$ cat src/rtl/aes_spi_pkg.sv
// Shared codes, frame lengths and state types for the AES SPI responder.
// Frames are a 2-bit header followed by a 128/192/256-bit payload.
package aes_spi_pkg;

  localparam int unsigned FRAME_W = 258;
  localparam int unsigned TX_W    = 130;

  localparam logic [8:0] LEN_128 = 9'd130;
  localparam logic [8:0] LEN_192 = 9'd194;
  localparam logic [8:0] LEN_256 = 9'd258;
  // One past the longest legal frame: marks an overlong frame and stops counting.
  localparam logic [8:0] CNT_SAT = 9'd259;

  typedef enum logic [1:0] {
    KL_128 = 2'b00,
    KL_192 = 2'b01,
    KL_256 = 2'b10
  } key_len_e;

  typedef enum logic [1:0] {
    PH_KEY,
    PH_MSG,
    PH_READ
  } phase_e;

  typedef enum logic [1:0] {
    IDLE,
    SHIFT,
    CHECK
  } frame_e;

  // Single-cycle strobes and data bit, all aligned to the same synced clk cycle.
  typedef struct packed {
    logic cs_fall;
    logic cs_rise;
    logic sclk_rise;
    logic sclk_fall;
    logic sdi;
  } pin_ev_t;

  function automatic phase_e next_phase(input phase_e p);
    case (p)
      PH_KEY:  return PH_MSG;
      PH_MSG:  return PH_READ;
      default: return PH_KEY;
    endcase
  endfunction

endpackage

$ cat src/rtl/spi_in_sync.sv
// Synchronizes the SPI pins into clk and produces registered edge strobes.
// Strobes appear SYNC_STAGES+1 clk after the pin edge; SYNC_STAGES must be >= 2.
module spi_in_sync
  import aes_spi_pkg::*;
#(
  parameter int SYNC_STAGES = 2
) (
  input  logic    clk,
  input  logic    rst_n,
  input  logic    cs_n,
  input  logic    sclk,
  input  logic    sdi,
  output pin_ev_t ev
);

  logic [SYNC_STAGES-1:0] cs_q, sclk_q, sdi_q;
  logic                   cs_d, sclk_d;
  logic                   cs_s, sclk_s;

  assign cs_s   = cs_q[SYNC_STAGES-1];
  assign sclk_s = sclk_q[SYNC_STAGES-1];

  // cs chain resets low: a frame already in progress when reset releases
  // never produces a fall strobe, so only a fresh cs_n fall starts a frame.
  always_ff @(posedge clk or negedge rst_n) begin
    if (!rst_n) begin
      cs_q   <= '0;
      sclk_q <= '0;
      sdi_q  <= '0;
      cs_d   <= 1'b0;
      sclk_d <= 1'b0;
      ev     <= '0;
    end else begin
      cs_q         <= {cs_q[SYNC_STAGES-2:0], cs_n};
      sclk_q       <= {sclk_q[SYNC_STAGES-2:0], sclk};
      sdi_q        <= {sdi_q[SYNC_STAGES-2:0], sdi};
      cs_d         <= cs_s;
      sclk_d       <= sclk_s;
      ev.cs_fall   <= cs_d & ~cs_s;
      ev.cs_rise   <= ~cs_d & cs_s;
      ev.sclk_rise <= ~sclk_d & sclk_s;
      ev.sclk_fall <= sclk_d & ~sclk_s;
      ev.sdi       <= sdi_q[SYNC_STAGES-1];
    end
  end

endmodule

$ cat src/rtl/aes_spi_responder.sv
// SPI mode-0 responder: key frame, data frame, then a read frame that returns
// the AES result. A frame only takes effect if its header and length are legal.
module aes_spi_responder
  import aes_spi_pkg::*;
#(
  parameter int SYNC_STAGES = 2
) (
  input  logic         clk,
  input  logic         rst_n,
  input  logic         cs_n,
  input  logic         sclk,
  input  logic         sdi,
  output logic         sdo,
  output logic [255:0] key,
  output logic [1:0]   key_len,
  output logic         key_valid,
  output logic [127:0] msg,
  output logic         msg_valid,
  input  logic [127:0] res,
  input  logic         res_valid,
  output logic         frame_err
);

  pin_ev_t ev;

  spi_in_sync #(.SYNC_STAGES(SYNC_STAGES)) u_sync (
    .clk   (clk),
    .rst_n (rst_n),
    .cs_n  (cs_n),
    .sclk  (sclk),
    .sdi   (sdi),
    .ev    (ev)
  );

  frame_e             fst, fst_nx;
  phase_e             ph;
  logic [8:0]         cnt;
  logic [FRAME_W-1:0] rx;
  logic [TX_W-1:0]    tx;
  logic [127:0]       rbuf;
  logic               rfull;
  logic [1:0]         hdr;
  logic               good;
  logic               frame_end;

  assign frame_end = (fst == SHIFT) && ev.cs_rise;
  assign sdo       = tx[TX_W-1];

  // Header sits in the first two bits received, so its position follows the length.
  always_comb begin
    hdr = 2'b11;
    case (cnt)
      LEN_128: hdr = rx[129:128];
      LEN_192: hdr = rx[193:192];
      LEN_256: hdr = rx[257:256];
      default: hdr = 2'b11;
    endcase
    good = 1'b0;
    case (ph)
      PH_KEY:  good = (cnt == LEN_128 && hdr == KL_128) ||
                      (cnt == LEN_192 && hdr == KL_192) ||
                      (cnt == LEN_256 && hdr == KL_256);
      PH_MSG:  good = (cnt == LEN_128) && (hdr == 2'b00);
      PH_READ: good = (cnt == LEN_128);
      default: good = 1'b0;
    endcase
  end

  always_comb begin
    fst_nx = fst;
    case (fst)
      IDLE:    if (ev.cs_fall) fst_nx = SHIFT;
      SHIFT:   if (ev.cs_rise) fst_nx = CHECK;
      CHECK:   fst_nx = IDLE;
      default: fst_nx = IDLE;
    endcase
  end

  always_ff @(posedge clk or negedge rst_n) begin
    if (!rst_n) fst <= IDLE;
    else        fst <= fst_nx;
  end

  always_ff @(posedge clk or negedge rst_n) begin
    if (!rst_n) begin
      ph        <= PH_KEY;
      cnt       <= '0;
      rx        <= '0;
      tx        <= '0;
      key       <= '0;
      key_len   <= KL_128;
      msg       <= '0;
      key_valid <= 1'b0;
      msg_valid <= 1'b0;
      frame_err <= 1'b0;
    end else begin
      key_valid <= 1'b0;
      msg_valid <= 1'b0;
      frame_err <= 1'b0;
      if (fst == IDLE && ev.cs_fall) begin
        cnt <= '0;
        rx  <= '0;
        // A result arriving on the load cycle wins over the stored buffer.
        if (ph == PH_READ)
          tx <= {2'b00, res_valid ? res : (rfull ? rbuf : 128'h0)};
        else
          tx <= '0;
      end else if (fst == SHIFT) begin
        if (ev.sclk_rise && cnt != CNT_SAT) begin
          cnt <= cnt + 9'd1;
          if (cnt < LEN_256) rx <= {rx[FRAME_W-2:0], ev.sdi};
        end
        if (ev.sclk_fall) tx <= {tx[TX_W-2:0], 1'b0};
        if (ev.cs_rise) begin
          tx <= '0;
          if (good) begin
            ph <= next_phase(ph);
            case (ph)
              PH_KEY: begin
                key_valid <= 1'b1;
                key_len   <= hdr;
                case (cnt)
                  LEN_128: key <= {rx[127:0], 128'h0};
                  LEN_192: key <= {rx[191:0], 64'h0};
                  default: key <= rx[255:0];
                endcase
              end
              PH_MSG: begin
                msg_valid <= 1'b1;
                msg       <= rx[127:0];
              end
              default: ;
            endcase
          end else begin
            frame_err <= 1'b1;
          end
        end
      end
    end
  end

  always_ff @(posedge clk or negedge rst_n) begin
    if (!rst_n) begin
      rbuf  <= '0;
      rfull <= 1'b0;
    end else begin
      if (frame_end && good && ph == PH_READ) rfull <= 1'b0;
      if (res_valid) begin
        rbuf  <= res;
        rfull <= 1'b1;
      end
    end
  end

endmodule
$ cat config.mk
export PLATFORM = sky130hd
export DESIGN_NAME = aes_spi_responder
export DESIGN_NICKNAME = d
export VERILOG_FILES = /design/src/rtl/aes_spi_pkg.sv /design/src/rtl/spi_in_sync.sv /design/src/rtl/aes_spi_responder.sv
export SDC_FILE = /design/constraint.sdc
export NUM_CORES = 2
export LEC_CHECK = 0
export ABC_AREA = 1
export CAP_MARGIN = 20
export CORE_MARGIN = 5
export CORE_UTILIZATION = 55
export DETAILED_ROUTE_END_ITERATION = 10
export GPL_TIMING_DRIVEN = 0
export PLACE_DENSITY_LB_ADDON = 0.15
export RECOVER_POWER = 50
export SKIP_LAST_GASP = 1
export SYNTH_ARGS = -nofsm -noshare
export SYNTH_HDL_FRONTEND = slang
export SYNTH_SLANG_ARGS = --single-unit
export TNS_END_PERCENT = 100
$ cat constraint.sdc
create_clock -name clk -period 2.9 [get_ports clk]
set_input_delay 0.435 -clock clk [delete_from_list [all_inputs] [get_ports clk]]
set_output_delay 0.435 -clock clk [all_outputs]
set_load 0.03 [all_outputs]
==> qor.log <==
INFO  floorplan      dieArea=0.07911mm2
INFO  yosys          ys_warn_count=0
INFO  yosys          syn_nets=4908
INFO  cts            clkTransAtPathRegs=0.06ns
INFO  route          detail_route.wl_per_cell=20.70um
INFO  global_route   grt_pass1_vias=36.24k
INFO  critical_path  cp_cell_sequence=inv_1 -> ha_1 -> nand2_1 -> nor2_1 -> nand2_1 -> clkbuf_1 -> clkbuf_1 -> o221ai_1 -> nand2_1 -> nand2_1
INFO  sta            min_period_over_period=0.9609
INFO  route          drt_iter0_drc=4189
INFO  floorplan      floorplan.die.height=281.3um
INFO  sta            rsz_0062_raised_after_global_routing=no
INFO  global_route   grt_start_max_net_pins=124
INFO  placement      place.detailed.hpwl=97240um
INFO  cts            insertion_delay=0.66ns
INFO  critical_path  critPathKind=flip-flop to flip-flop
INFO  route          antenna_left=0
INFO  cts            clock_tree.buffer_depth=3
INFO  finish         syn_to_final_growth=25.17%
INFO  placement      routabilityCongestion=0.9261
INFO  floorplan      die_width=281.3um
INFO  floorplan      coreArea=0.07296mm2
INFO  route          num_vias=36.84k
INFO  critical_path  critical_path.max_stage_delay=0.57ns
INFO  sta            timing.final.setup_violations=0
INFO  global_route   antenna_found_initial=3
INFO  critical_path  critical_path.top_delay_family=buffers and inverters
INFO  power          vdd_ir_drop_max=0.4822mV
INFO  route          via_density=5.710
INFO  critical_path  cp_common_cell=nand2_1
INFO  floorplan      placementRows=99
INFO  outcome        run_status=complete, no violations
INFO  placement      io_buffer_count=523
INFO  sta            final_hold_viol_count=0
INFO  sta            max_slew.worst_pin.slew=1.187ns
INFO  critical_path  cp.required=3.43ns
INFO  yosys          post_synth_inst_count=4772
INFO  critical_path  slowest_stage=clkbuf_1
INFO  critical_path  critical_path_buffer_and_inverter_count=3
INFO  route          drt_first_pass_iters=9
INFO  flow_run       maxCapViolCount=0
INFO  finish         multi_input_comb_area=0.01471mm2
INFO  finish         seq_area=0.02332mm2
INFO  global_route   grt_first_pass_wirelength=206500um
INFO  global_route   grt_overflow=0
INFO  global_route   grt.total_usage=0.3325
INFO  power          cellLeakagePower=25.07nW
INFO  floorplan      io_pins=524
INFO  finish         num-fill-cells=5877
INFO  sta            max-slew-margin-rel=0.2087
INFO  sta            min_tclk_post_route=2.787ns
INFO  finish         drive_gt1_frac=0.05848
INFO  sta            clock_skew=0.02977ns
INFO  yosys          synth_area=0.04047mm2
INFO  finish         nets=5547
INFO  yosys          synthDistinctLibCells=32
INFO  cts            cts_sinks=932
INFO  critical_path  path_max_fanout=10
INFO  route          detail_route.wirelength=133600um
INFO  yosys          synth-seq-cells=932
INFO  power          pwr_density_cell=606.5mW/mm2
INFO  worst_hold_path min-delay-path-class=input port to asynchronous set/reset pin
INFO  critical_path  crit_arrival=3.31ns
INFO  cts            htree_levels=3
INFO  critical_path  critPathCaptureType=flip-flop
INFO  cts            cts_tree=yes
INFO  sta            report.final.slew_viol_count=0
INFO  floorplan      start_util=0.5547
INFO  cts            cts_root_buf=clkbuf_16
INFO  yosys          yosysSeqAreaShare=0.5763
INFO  route          number_of_design_rule_violations_left_after_detail_routing=0
INFO  sta            timing.fmax=0.3588GHz
INFO  cts            cts-buffers-inserted=95
INFO  power          finalPower=0.03072W
INFO  sta            post_route_worst_hold_slack=0.3204ns
INFO  yosys          syn_area_per_cell=8.481um2
INFO  critical_path  crit_path_start_kind=flip-flop
state kept, by name, summed over array words and instances, names as in the netlist:
signal / cells
cnt: 9
frame_err: 1
fst: 2
key: 256
key_len: 2
key_valid: 1
msg: 128
msg_valid: 1
ph: 2
rbuf: 128
rfull: 1
rx: 258
tx: 130
u_sync.cs_d: 1
u_sync.cs_q: 2
u_sync.ev: 5
u_sync.sclk_d: 1
u_sync.sclk_q: 2
u_sync.sdi_q: 2
cells in the final DEF, fill, tap and decap left out, types with 5 or more instances in the layout:
master	count
nand3_1	361
buf_6	32
a21oi_1	210
buf_1	15
o221ai_1	109
nand2_1	1897
clkbuf_4	9
o211ai_1	19
inv_2	5
clkbuf_16	97
nor2_1	88
bufinv_16	13
o21ai_0	352
clkbuf_1	241
clkbuf_8	21
nor3_1	5
dfrtp_1	932
inv_1	209
a31oi_1	128
buf_4	8
o22ai_1	65
buf_12	6
clkdlybuf4s50_1	232
clkinv_2	15
clkbuf_2	10
buf_2	72
dlygate4sd3_1	291
per-layer routing:
metal	vias to the layer above	part of all wire	GRT usage
li1	16990	-	-
met5	-	0.000097	0
met1	17880	0.39	0.4253
met4	2	0.045	0.1386
met2	1649	0.48	0.5509
met3	322	0.088	0.07809
synth_stat cells:
| cell | n | area (um2) |
|---|---|---|
| nand4_2 | 2 | 25.02 |
| dfrtp_1 | 932 | 23320 |
| a21oi_1 | 210 | 1051 |
| nor2_8 | 1 | 20.02 |
| o22ai_1 | 65 | 406.6 |
| buf_4 | 2 | 15.01 |
| nand4_1 | 4 | 25.02 |
| nor2_4 | 3 | 33.78 |
| nor3_1 | 5 | 25.02 |
| nor2_2 | 4 | 25.02 |
| o31ai_1 | 2 | 15.01 |
| o211ai_1 | 19 | 142.6 |
| nor2_1 | 89 | 334.1 |
| nand2_1 | 1898 | 7124 |
| buf_2 | 78 | 390.4 |
| o221ai_1 | 109 | 954.7 |
| nand3_4 | 1 | 17.52 |
| a31oi_1 | 128 | 800.8 |
| inv_2 | 5 | 18.77 |
| nand2_2 | 3 | 18.77 |
| and2_1 | 1 | 6.260 |
| inv_1 | 209 | 784.5 |
| buf_1 | 15 | 56.30 |
| or2_1 | 1 | 6.260 |
| nand3_2 | 2 | 20.02 |
| clkbuf_1 | 237 | 889.6 |
| and3_1 | 1 | 6.260 |
| ha_1 | 2 | 25.02 |
| buf_6 | 28 | 315.3 |
| o21ai_0 | 352 | 1762 |
| nand3_1 | 361 | 1807 |
| o2111ai_1 | 3 | 26.28 |
worst paths after layout:
path                                      startpoint                     end  slack [ns]  depth (start not counted)
max                               cnt[0]$_DFFE_PN0P_    key[135]$_DFFE_PN0P_        0.11                         10
min                                            rst_n     msg[17]$_DFFE_PN0P_        0.32                          2
max reg2reg                       cnt[0]$_DFFE_PN0P_    key[135]$_DFFE_PN0P_        0.11                         10
min reg2reg                u_sync.sdi_q[1]$_DFF_PN0_  u_sync.ev[0]$_DFF_PN0_        0.34                          0
max in group asynchronous                      rst_n    msg[100]$_DFFE_PN0P_        0.47                          4
min in group clk           u_sync.sdi_q[1]$_DFF_PN0_  u_sync.ev[0]$_DFF_PN0_        0.34                          0
area by class of cell:
class	count	area share
diodes	4	0.0001976
plain buffers	358	0.03391
clock buffers	138	0.05511
clock inverters	37	0.01065
inverters	214	0.01586
multi-input cells	3266	0.2904
flip-flops and latches	932	0.4604
well taps	959	0.02369
repair buffers	544	0.1098
kinds of logic after synthesis:
family,after synthesis,share of synthesized area
AOI/OAI and AO/OA,888,0.1275
adders and majority gates,2,0.0006182
buffers and inverters,574,0.06103
DFF,932,0.5763
and+or+nand+nor,2376,0.2346
power breakdown:
| group | switching, W | internal (W) |
|---|---|---|
| sequential | 0.000603 | 0.0138 |
| clock | 0.00531 | 0.00784 |
| combinational | 0.00213 | 0.00105 |
repair_timing:
item / CTS / global route
buffers inserted: 5 / 5
resized for setup: 15 / 29
endpoints found under the setup margin: 393 / 478
hold endpoints to repair: 67 / 0
pin swaps: 1 / 3
hold buffers: 1 / 0
stage by stage:
| stage | util | area [um2] | setup slack, ns | TNS [ns] | cells |
|---|---|---|---|---|---|
| detailed placement | 0.6466 | 47170 | -0.8169 | -149.92 | 6264 |
| CTS | 0.6939 | 50630 | -0.06631 | -0.2801 | 6444 |
| global placement | 0.6429 | 46910 | -40.31 | - | 6254 |
| floorplan | - | 40470 | 0.7779 | 0 | 4772 |
| global route | 0.6942 | 50650 | 0.005713 | 0 | 6449 |
| finish | 0.6943 | 50660 | 0.1133 | 0 | 6452 |
(Power assumes the default switching activity.)
